File: src/rtl/muldiv_unit.sv
// Iterative RV32M multiply/divide unit: one shift-add or restoring-divide step per
// cycle over 32 iterations, result and one-cycle write pulse on entry to DONE.
module muldiv_unit (
    input  logic        i_clk,
    input  logic        i_reset,
    input  logic        i_start,
    input  logic        i_kill,
    input  logic [2:0]  i_funct3,
    input  logic [31:0] i_rs1_data,
    input  logic [31:0] i_rs2_data,
    input  logic [4:0]  i_rd_addr,
    output logic        o_busy,
    output logic        o_rd_wren,
    output logic [4:0]  o_rd_addr,
    output logic [31:0] o_rd_data
);

    localparam int DATA_W = 32;
    localparam int STAGES = 32;
    localparam int CNT_W  = $clog2(STAGES);

    localparam logic [2:0] F_MUL    = 3'b000;
    localparam logic [2:0] F_MULH   = 3'b001;
    localparam logic [2:0] F_MULHSU = 3'b010;
    localparam logic [2:0] F_MULHU  = 3'b011;
    localparam logic [2:0] F_DIV    = 3'b100;
    localparam logic [2:0] F_DIVU   = 3'b101;
    localparam logic [2:0] F_REM    = 3'b110;
    localparam logic [2:0] F_REMU   = 3'b111;

    typedef enum logic [1:0] {
        IDLE = 2'd0,
        CALC = 2'd1,
        DONE = 2'd2
    } state_t;

    // Magnitude of a signed value; 0x80000000 maps onto itself, which is its
    // correct unsigned magnitude.
    function automatic logic [DATA_W-1:0] mag(input logic signed [DATA_W-1:0] v);
        logic signed [DATA_W-1:0] n;
        n = -v;
        return (v < 0) ? DATA_W'(n) : DATA_W'(v);
    endfunction

    function automatic logic [2*DATA_W-1:0] negate64(input logic [2*DATA_W-1:0] v);
        return ~v + 64'd1;
    endfunction

    function automatic logic [DATA_W-1:0] negate32(input logic [DATA_W-1:0] v);
        return ~v + 32'd1;
    endfunction

    state_t             state, state_nx;
    logic [CNT_W-1:0]   count;
    logic               launch, step, finish;

    // Captured operation context
    logic [2:0]         op_p0;
    logic [4:0]         rd_p0;
    logic               neg_p0;
    logic               dz_p0;
    logic               ovf_p0;
    logic [DATA_W-1:0]  opnd_p0;
    logic [DATA_W-1:0]  rs1_raw_p0;

    // Iteration registers: acc is the product high word / partial remainder,
    // lo is the multiplier/product low word or the dividend/quotient.
    logic [DATA_W-1:0]  acc_p1, lo_p1;

    logic signed [DATA_W-1:0] rs1_s, rs2_s;
    logic               rs1_signed, rs2_signed, n1, n2, is_div_in;
    logic               neg_in, dz_in, ovf_in;
    logic [DATA_W-1:0]  a_mag, b_mag;

    logic               is_div;
    logic [DATA_W:0]    mul_sum, div_shift;
    logic               div_ge;
    logic [DATA_W-1:0]  div_diff;
    logic [DATA_W-1:0]  acc_nx, lo_nx;
    logic [2*DATA_W-1:0] prod, prod_s;
    logic [DATA_W-1:0]  quot_s, rem_s, result;

    // ---------------- FSM ----------------
    always_ff @(posedge i_clk or negedge i_reset) begin
        if (!i_reset) begin
            state <= IDLE;
            count <= '0;
        end else begin
            state <= state_nx;
            if (launch)
                count <= '0;
            else if (step)
                count <= count + 1'b1;
        end
    end

    always_comb begin
        state_nx = state;
        launch   = 1'b0;
        step     = 1'b0;
        finish   = 1'b0;
        case (state)
            IDLE: begin
                if (i_start) begin
                    state_nx = CALC;
                    launch   = 1'b1;
                end
            end
            CALC: begin
                step = 1'b1;
                if (count == CNT_W'(STAGES - 1)) begin
                    state_nx = DONE;
                    finish   = 1'b1;
                end
            end
            DONE:    state_nx = IDLE;
            default: state_nx = IDLE;
        endcase
        // Kill wins over everything, including a same-cycle start
        if (i_kill) begin
            state_nx = IDLE;
            launch   = 1'b0;
            step     = 1'b0;
            finish   = 1'b0;
        end
    end

    assign o_busy    = (state != IDLE);
    assign o_rd_wren = (state == DONE);

    // ---------------- p0: operand capture ----------------
    always_comb begin
        rs1_s      = i_rs1_data;
        rs2_s      = i_rs2_data;
        rs1_signed = (i_funct3 == F_MULH) || (i_funct3 == F_MULHSU) ||
                     (i_funct3 == F_DIV)  || (i_funct3 == F_REM);
        rs2_signed = (i_funct3 == F_MULH) || (i_funct3 == F_DIV) || (i_funct3 == F_REM);
        n1         = rs1_signed && (rs1_s < 0);
        n2         = rs2_signed && (rs2_s < 0);
        a_mag      = rs1_signed ? mag(rs1_s) : i_rs1_data;
        b_mag      = rs2_signed ? mag(rs2_s) : i_rs2_data;
        is_div_in  = i_funct3[2];
        neg_in     = 1'b0;
        case (i_funct3)
            F_MULH, F_DIV:   neg_in = n1 ^ n2;
            F_MULHSU, F_REM: neg_in = n1;
            default:         neg_in = 1'b0;
        endcase
        dz_in  = (i_rs2_data == '0);
        ovf_in = ((i_funct3 == F_DIV) || (i_funct3 == F_REM)) &&
                 (i_rs1_data == 32'h8000_0000) && (i_rs2_data == 32'hFFFF_FFFF);
    end

    always_ff @(posedge i_clk or negedge i_reset) begin
        if (!i_reset) begin
            op_p0  <= F_MUL;
            rd_p0  <= '0;
            neg_p0 <= 1'b0;
            dz_p0  <= 1'b0;
            ovf_p0 <= 1'b0;
        end else if (launch) begin
            op_p0  <= i_funct3;
            rd_p0  <= i_rd_addr;
            neg_p0 <= neg_in;
            dz_p0  <= dz_in;
            ovf_p0 <= ovf_in;
        end
    end

    always_ff @(posedge i_clk) begin
        if (launch) begin
            opnd_p0    <= is_div_in ? b_mag : a_mag;
            rs1_raw_p0 <= i_rs1_data;
        end
    end

    // ---------------- p1: iteration ----------------
    always_comb begin
        is_div    = op_p0[2];
        mul_sum   = {1'b0, acc_p1} + {1'b0, (lo_p1[0] ? opnd_p0 : '0)};
        div_shift = {acc_p1, lo_p1[DATA_W-1]};
        div_ge    = (div_shift >= {1'b0, opnd_p0});
        div_diff  = div_shift[DATA_W-1:0] - opnd_p0;
        if (is_div) begin
            acc_nx = div_ge ? div_diff : div_shift[DATA_W-1:0];
            lo_nx  = {lo_p1[DATA_W-2:0], div_ge};
        end else begin
            acc_nx = mul_sum[DATA_W:1];
            lo_nx  = {mul_sum[0], lo_p1[DATA_W-1:1]};
        end
    end

    always_ff @(posedge i_clk) begin
        if (launch) begin
            acc_p1 <= '0;
            lo_p1  <= is_div_in ? a_mag : b_mag;
        end else if (step) begin
            acc_p1 <= acc_nx;
            lo_p1  <= lo_nx;
        end
    end

    // ---------------- p2: sign correction and result ----------------
    always_comb begin
        prod   = {acc_nx, lo_nx};
        prod_s = neg_p0 ? negate64(prod) : prod;
        quot_s = neg_p0 ? negate32(lo_nx) : lo_nx;
        rem_s  = neg_p0 ? negate32(acc_nx) : acc_nx;
        case (op_p0)
            F_MUL:                      result = prod_s[DATA_W-1:0];
            F_MULH, F_MULHSU, F_MULHU:  result = prod_s[2*DATA_W-1:DATA_W];
            F_DIV, F_DIVU:              result = dz_p0 ? 32'hFFFF_FFFF :
                                                 ovf_p0 ? 32'h8000_0000 : quot_s;
            F_REM, F_REMU:              result = dz_p0 ? rs1_raw_p0 :
                                                 ovf_p0 ? 32'h0000_0000 : rem_s;
            default:                    result = '0;
        endcase
    end

    always_ff @(posedge i_clk or negedge i_reset) begin
        if (!i_reset) begin
            o_rd_data <= '0;
            o_rd_addr <= '0;
        end else if (finish) begin
            o_rd_data <= result;
            o_rd_addr <= rd_p0;
        end
    end

endmodule

File: config.mk
export PLATFORM = sky130hd
export DESIGN_NAME = muldiv_unit
export DESIGN_NICKNAME = d
export VERILOG_FILES = /design/src/rtl/muldiv_unit.sv
export SDC_FILE = /design/constraint.sdc
export NUM_CORES = 1
export LEC_CHECK = 0
export ABC_AREA = 1
export BUFFER_PORTS_ARGS = -buffer_cell sky130_fd_sc_hd__buf_2
export CORE_ASPECT_RATIO = 1.1
export CORE_UTILIZATION = 34
export CTS_BUF_LIST = sky130_fd_sc_hd__clkbuf_8
export CTS_CLUSTER_SIZE = 8
export DETAILED_ROUTE_END_ITERATION = 8
export PLACE_DENSITY = 0.48
export SLEW_MARGIN = 40
export SYNTH_ARGS = -nofsm -noshare
export SYNTH_HDL_FRONTEND = slang
export SYNTH_SLANG_ARGS = --single-unit
File: constraint.sdc
create_clock -name i_clk -period 3.85 [get_ports i_clk]
set_input_delay 0.77 -clock i_clk [delete_from_list [all_inputs] [get_ports i_clk]]
set_output_delay 0.77 -clock i_clk [all_outputs]
set_load 0.03 [all_outputs]
==> report_table.html <==
<table>
<tr><th>Metric</th><th>Value</th></tr>
<tr><th colspan="2">Routing</th></tr>
<tr><td>Number of DRC violations after detailed-routing iteration 0</td><td>1,795</td></tr>
<tr><td>Final WL</td><td>92.91 mm</td></tr>
<tr><td>DR pass1 iterations</td><td>7</td></tr>
<tr><td>Antenna-violating nets left</td><td>0</td></tr>
<tr><td>Per-cell routed wire length</td><td>21.59 um</td></tr>
<tr><td>Via-per-instance ratio</td><td>5.221</td></tr>
<tr><td>Residual DRC</td><td>0</td></tr>
<tr><td>Overall via count from detail_route</td><td>22,470</td></tr>
<tr><th colspan="2">Die</th></tr>
<tr><td>Placeable core region</td><td>53,790 sq um</td></tr>
<tr><td>Count of standard-cell rows</td><td>89</td></tr>
<tr><td>Total Die Area</td><td>55,600 sq um</td></tr>
<tr><td>Initial Utilization</td><td>34.55%</td></tr>
<tr><td>Number of top-level design ports</td><td>115</td></tr>
<tr><td>Die extent in y</td><td>247.2 um</td></tr>
<tr><td>Floorplan die width</td><td>224.9 um</td></tr>
<tr><th colspan="2">Yosys</th></tr>
<tr><td>Warnings from Yosys</td><td>0</td></tr>
<tr><td>Cell type with the largest total area after synthesis</td><td>nand2_1</td></tr>
<tr><td>Post-Syn Nets</td><td>3,163</td></tr>
<tr><td>Simple-gate portion of the synthesized area</td><td>37.92%</td></tr>
<tr><td>Post-synth EDFFs</td><td>96</td></tr>
<tr><td>Share of synthesized area occupied by flip-flops and latches</td><td>26.36%</td></tr>
<tr><td>Dominant combinational cell family by area after synthesis</td><td>simple AND/OR/NAND/NOR gates</td></tr>
<tr><td>Compound-cell area share of the yosys netlist</td><td>13.08%</td></tr>
<tr><td>Proportion of netlist area held by the largest area contributor</td><td>20.30%</td></tr>
<tr><td>Register bit total from synthesis</td><td>183</td></tr>
<tr><td>Synthesized area</td><td>18,590 sq um</td></tr>
<tr><td>Multiplexer area fraction after synthesis</td><td>0.6463%</td></tr>
<tr><td>Cell types occupying the most area after synthesis</td><td>nand2_1 20%, edfxtp_1 16%, inv_1 8.4%</td></tr>
<tr><td>Share of synthesized registers carrying an async set or reset</td><td>30.05%</td></tr>
<tr><td>Post-synthesis cell count</td><td>3,014</td></tr>
<tr><td>XOR/XNOR share of the synthesized area</td><td>5.891%</td></tr>
<tr><td>Average cell area after synthesis</td><td>6.166 sq um</td></tr>
<tr><td>Number of unique standard cell types used by synthesis</td><td>57</td></tr>
<tr><td>Most used flip-flop cell after synthesis</td><td>edfxtp_1</td></tr>
<tr><td>Adder-Cell Fraction of Synth Area</td><td>4.995%</td></tr>
<tr><th colspan="2">Worst setup path</th></tr>
<tr><td>Crit Reg-Reg Endpoint</td><td>o_rd_data[24]</td></tr>
<tr><td>Startpoint Class</td><td>register</td></tr>
<tr><td>Crit path kind</td><td>reg2reg</td></tr>
<tr><td>Dominant cell type by count on the critical path</td><td>nand2_1</td></tr>
<tr><td>Crit-path max cell delay</td><td>440 ps</td></tr>
<tr><td>Slowest-stage cell, CP</td><td>edfxtp_1</td></tr>
<tr><td>Required time at the worst-slack endpoint</td><td>4330 ps</td></tr>
<tr><td>Kind of end point of the critical path</td><td>register</td></tr>
<tr><td>Max Fanout on Critical Path</td><td>5</td></tr>
<tr><td>Worst endpoint data arrival time</td><td>4220 ps</td></tr>
<tr><td>FF-to-FF path depth</td><td>29</td></tr>
<tr><td>Source of the worst register-to-register timing path</td><td>opnd_p0[16]</td></tr>
<tr><td>Setup slack, reg-to-reg</td><td>100 ps</td></tr>
<tr><th colspan="2">Clocking</th></tr>
<tr><td>Number of buffers added by the clock tree synthesis step</td><td>17</td></tr>
<tr><td>Worst-case clock buffer depth</td><td>2</td></tr>
<tr><td>Hold_buf cts</td><td>0</td></tr>
<tr><td>Source-to-sink clock delay at the later pin of the worst-skew pair</td><td>610 ps</td></tr>
<tr><td>Root buffer selected by CTS</td><td>clkbuf_8</td></tr>
<tr><td>Clock-pin transition on the worst setup and hold timing paths</td><td>150 ps</td></tr>
<tr><td>Clk sinks</td><td>183</td></tr>
<tr><td>TritonCTS clock tree</td><td>yes</td></tr>
<tr><td>Maximum level of the CTS H-tree</td><td>4</td></tr>
<tr><th colspan="2">Pwr</th></tr>
<tr><td>Net switching power</td><td>0.009731 W</td></tr>
<tr><td>Cell-internal power</td><td>0.009000 W</td></tr>
<tr><td>Maximum vdd drop</td><td>279.6 uV</td></tr>
<tr><td>Share of total power in combinational logic</td><td>77.7%</td></tr>
<tr><td>Clock network power share</td><td>7.8%</td></tr>
<tr><td>Static Leakage</td><td>12.77 nW</td></tr>
<tr><td>Power density normalized to cell area</td><td>730.0 nW/um^2</td></tr>
<tr><td>Sw Ratio</td><td>51.95%</td></tr>
<tr><td>Relative contribution of sequential cells to total power</td><td>14.5%</td></tr>
<tr><th colspan="2">Final layout</th></tr>
<tr><td>Layout net count</td><td>3,710</td></tr>
<tr><td>Finished Layout Cells</td><td>4,303</td></tr>
<tr><td>Post-synthesis to final-layout area growth</td><td>38.06%</td></tr>
<tr><td>Final Cell Area</td><td>25,660 sq um</td></tr>
<tr><td>Layout cells sized above 1</td><td>30.27%</td></tr>
<tr><td>Final core utilization</td><td>47.71%</td></tr>
<tr><th colspan="2">GRT</th></tr>
<tr><td>Maximum number of pins on one net before global-route repair</td><td>54</td></tr>
<tr><td>Number of global-route vias before repair</td><td>21,290</td></tr>
<tr><td>Overall routing resource usage</td><td>32.87%</td></tr>
<tr><td>Initial antenna violation count</td><td>5</td></tr>
<tr><td>Grt total ovfl</td><td>0</td></tr>
<tr><td>Wire length of the first global-routing pass</td><td>132.8 mm</td></tr>
<tr><th colspan="2">STA</th></tr>
<tr><td>Shortest clock period the worst path allows after layout</td><td>3750 ps</td></tr>
<tr><td>Final critical-path share of the clock period</td><td>97.39%</td></tr>
<tr><td>Final Hold Vio Count</td><td>0</td></tr>
<tr><td>Actual slew at the worst max-slew pin</td><td>1080 ps</td></tr>
<tr><td>Final Max Slew Viols</td><td>0</td></tr>
<tr><td>Unrepaired setup endpoints after global routing</td><td>yes</td></tr>
<tr><td>Final number of setup-violating endpoints</td><td>0</td></tr>
<tr><td>Clock Skew</td><td>41.74 ps</td></tr>
<tr><td>Highest Clock Rate</td><td>266.7 MHz</td></tr>
<tr><td>Headroom to the max-slew limit</td><td>27.22%</td></tr>
<tr><th colspan="2">Placement</th></tr>
<tr><td>Post-DP HPWL</td><td>75.97 mm</td></tr>
<tr><td>Post-placement cell area</td><td>23,080 sq um</td></tr>
<tr><td>Routability-driven placement congestion ratio</td><td>1.003</td></tr>
<tr><td>Instance count after placement with tap cells included</td><td>4,210</td></tr>
<tr><td>Buffers added on ports</td><td>114</td></tr>
<tr><th colspan="2">Min path</th></tr>
<tr><td>Worst Hold Class</td><td>in2async</td></tr>
<tr><th colspan="2">Run</th></tr>
<tr><td>Number of max-capacitance violations reported</td><td>0</td></tr>
<tr><th colspan="2">Outcome</th></tr>
<tr><td>Outcome</td><td>complete, no violations</td></tr>
</table>
-- critical path, delay by kind of cell, from the launching register on --
kind | cells | cell delay (ps)
and+or+nand+nor | 13 | 1000
buffers and inverters | 7 | 780
AOI/OAI and AO/OA | 6 | 750
DFF | 1 | 440
adders and majority gates | 2 | 430
xor gates and xnor gates | 1 | 240
-- state kept, by name, summed over array words and instances, names as in the netlist --
register    cells
acc_p1         32
lo_p1          32
o_rd_data      32
opnd_p0        32
rs1_raw_p0     32
count           5
o_rd_addr       5
rd_p0           5
op_p0           3
state           2
dz_p0           1
neg_p0          1
ovf_p0          1
-- how the worst max path moves through the flow --
stage,start,endpoint
5_1_grt,opnd_p0[28],o_rd_data[26]
3_3_place_gp,i_rs1_data[0],opnd_p0[31]
2_1_floorplan,i_kill,opnd_p0[0]
6_report,opnd_p0[16],o_rd_data[24]
4_1_cts,opnd_p0[24],o_rd_data[26]
3_5_place_dp,i_rs1_data[0],opnd_p0[31]
-- metal layers --
metal	track usage (%)	share of wire (%)
met1	39.58	41
met2	56.16	47
met3	4.848	5.6
met4	17.81	6.0
met5	0	0.014
-- power groups by stage --
stage	combinational, W	sequential (W)	clock (W)
6_report	0.0145	0.00272	0.00147
5_1_grt	0.0156	0.00274	0.00155
4_1_cts	0.0127	0.00265	0.00150
3_5_place_dp	0.0123	0.00268	0
3_3_place_gp	0.0124	0.00268	0
2_1_floorplan	0.00642	0.00258	0
-- Yosys cell counts (5+ instances only) --
| cell type | number |
|---|---|
| a21oi_1 | 124 |
| a31oi_1 | 5 |
| buf_1 | 10 |
| buf_2 | 14 |
| clkbuf_1 | 62 |
| clkinv_1 | 6 |
| dfrtp_1 | 55 |
| dfxtp_1 | 32 |
| edfxtp_1 | 96 |
| ha_1 | 71 |
| inv_1 | 414 |
| inv_2 | 15 |
| mux2i_1 | 12 |
| nand2_1 | 1005 |
| nand2_2 | 18 |
| nand3_1 | 220 |
| nand3_2 | 13 |
| nand3b_1 | 13 |
| nand4_1 | 51 |
| nor2_1 | 251 |
| nor2_2 | 14 |
| nor3_1 | 37 |
| nor4_1 | 12 |
| o21a_1 | 5 |
| o21ai_0 | 192 |
| o21ai_1 | 20 |
| o21ai_2 | 8 |
| o21bai_1 | 5 |
| o221ai_1 | 34 |
| o22ai_1 | 18 |
| or2_2 | 12 |
| xnor2_1 | 41 |
| xor2_1 | 84 |
-- what timing repair did --
action / 4_1_cts / 5_1_grt
buffers inserted: 6 / 53
pin swaps: 2 / 79
hold endpoints to repair: 0 / 0
endpoints found under the setup margin: 26 / 31
resized for setup: 54 / 371
cloned: 0 / 3
-- through the flow --
step                setup TNS (ps)  worst slack [ps]  hold WS, ps  total power [W]
finish                           0             100.3        96.70          0.01873
global placement             -3361            -377.0        457.6          0.01504
CTS                         -43.21            -22.23        235.6          0.01685
global route                 -1009            -119.8        116.6          0.01991
detailed placement           -3429            -391.1        463.8          0.01503
floorplan                        0             204.1        455.0         0.008996
-- cells in the final DEF (no fill, tap or decap), types with 33 or more instances in the layout --
master / netlist / routed
dfrtp_1: 55 / 53
xnor2_1: 41 / 41
nor2_2: 14 / 42
nand2_1: 1005 / 891
inv_2: 15 / 58
ha_4: 0 / 45
nand4_1: 51 / 51
edfxtp_1: 96 / 96
o21ai_1: 20 / 33
o21ai_0: 192 / 166
nor2_1: 251 / 208
o221ai_1: 34 / 34
a21oi_1: 124 / 95
nand3_1: 220 / 197
nor3_1: 37 / 36
xor2_1: 84 / 77
buf_4: 4 / 495
nand2_2: 18 / 106
buf_2: 14 / 113
inv_1: 414 / 372
-- cell families after synthesis --
| logic type | count (synthesis) |
|---|---|
| buffers and inverters | 530 |
| AOI/OAI and AO/OA | 431 |
| xor gates and xnor gates | 125 |
| and+or+nand+nor | 1660 |
| muxes | 12 |
| DFF | 183 |
| adders and majority gates | 73 |
-- cell type report --
class / count / area, sq um
diodes: 1 / 2.502
clock buffers: 18 / 247.7
clock inverters: 14 / 156.4
multi-input cells: 2301 / 13250
fillers: 5750 / 28130
repair buffers: 623 / 4548
inverters: 435 / 1635
well taps: 728 / 910.9
flip-flops and latches: 183 / 4910
(Power assumes the default switching activity.)
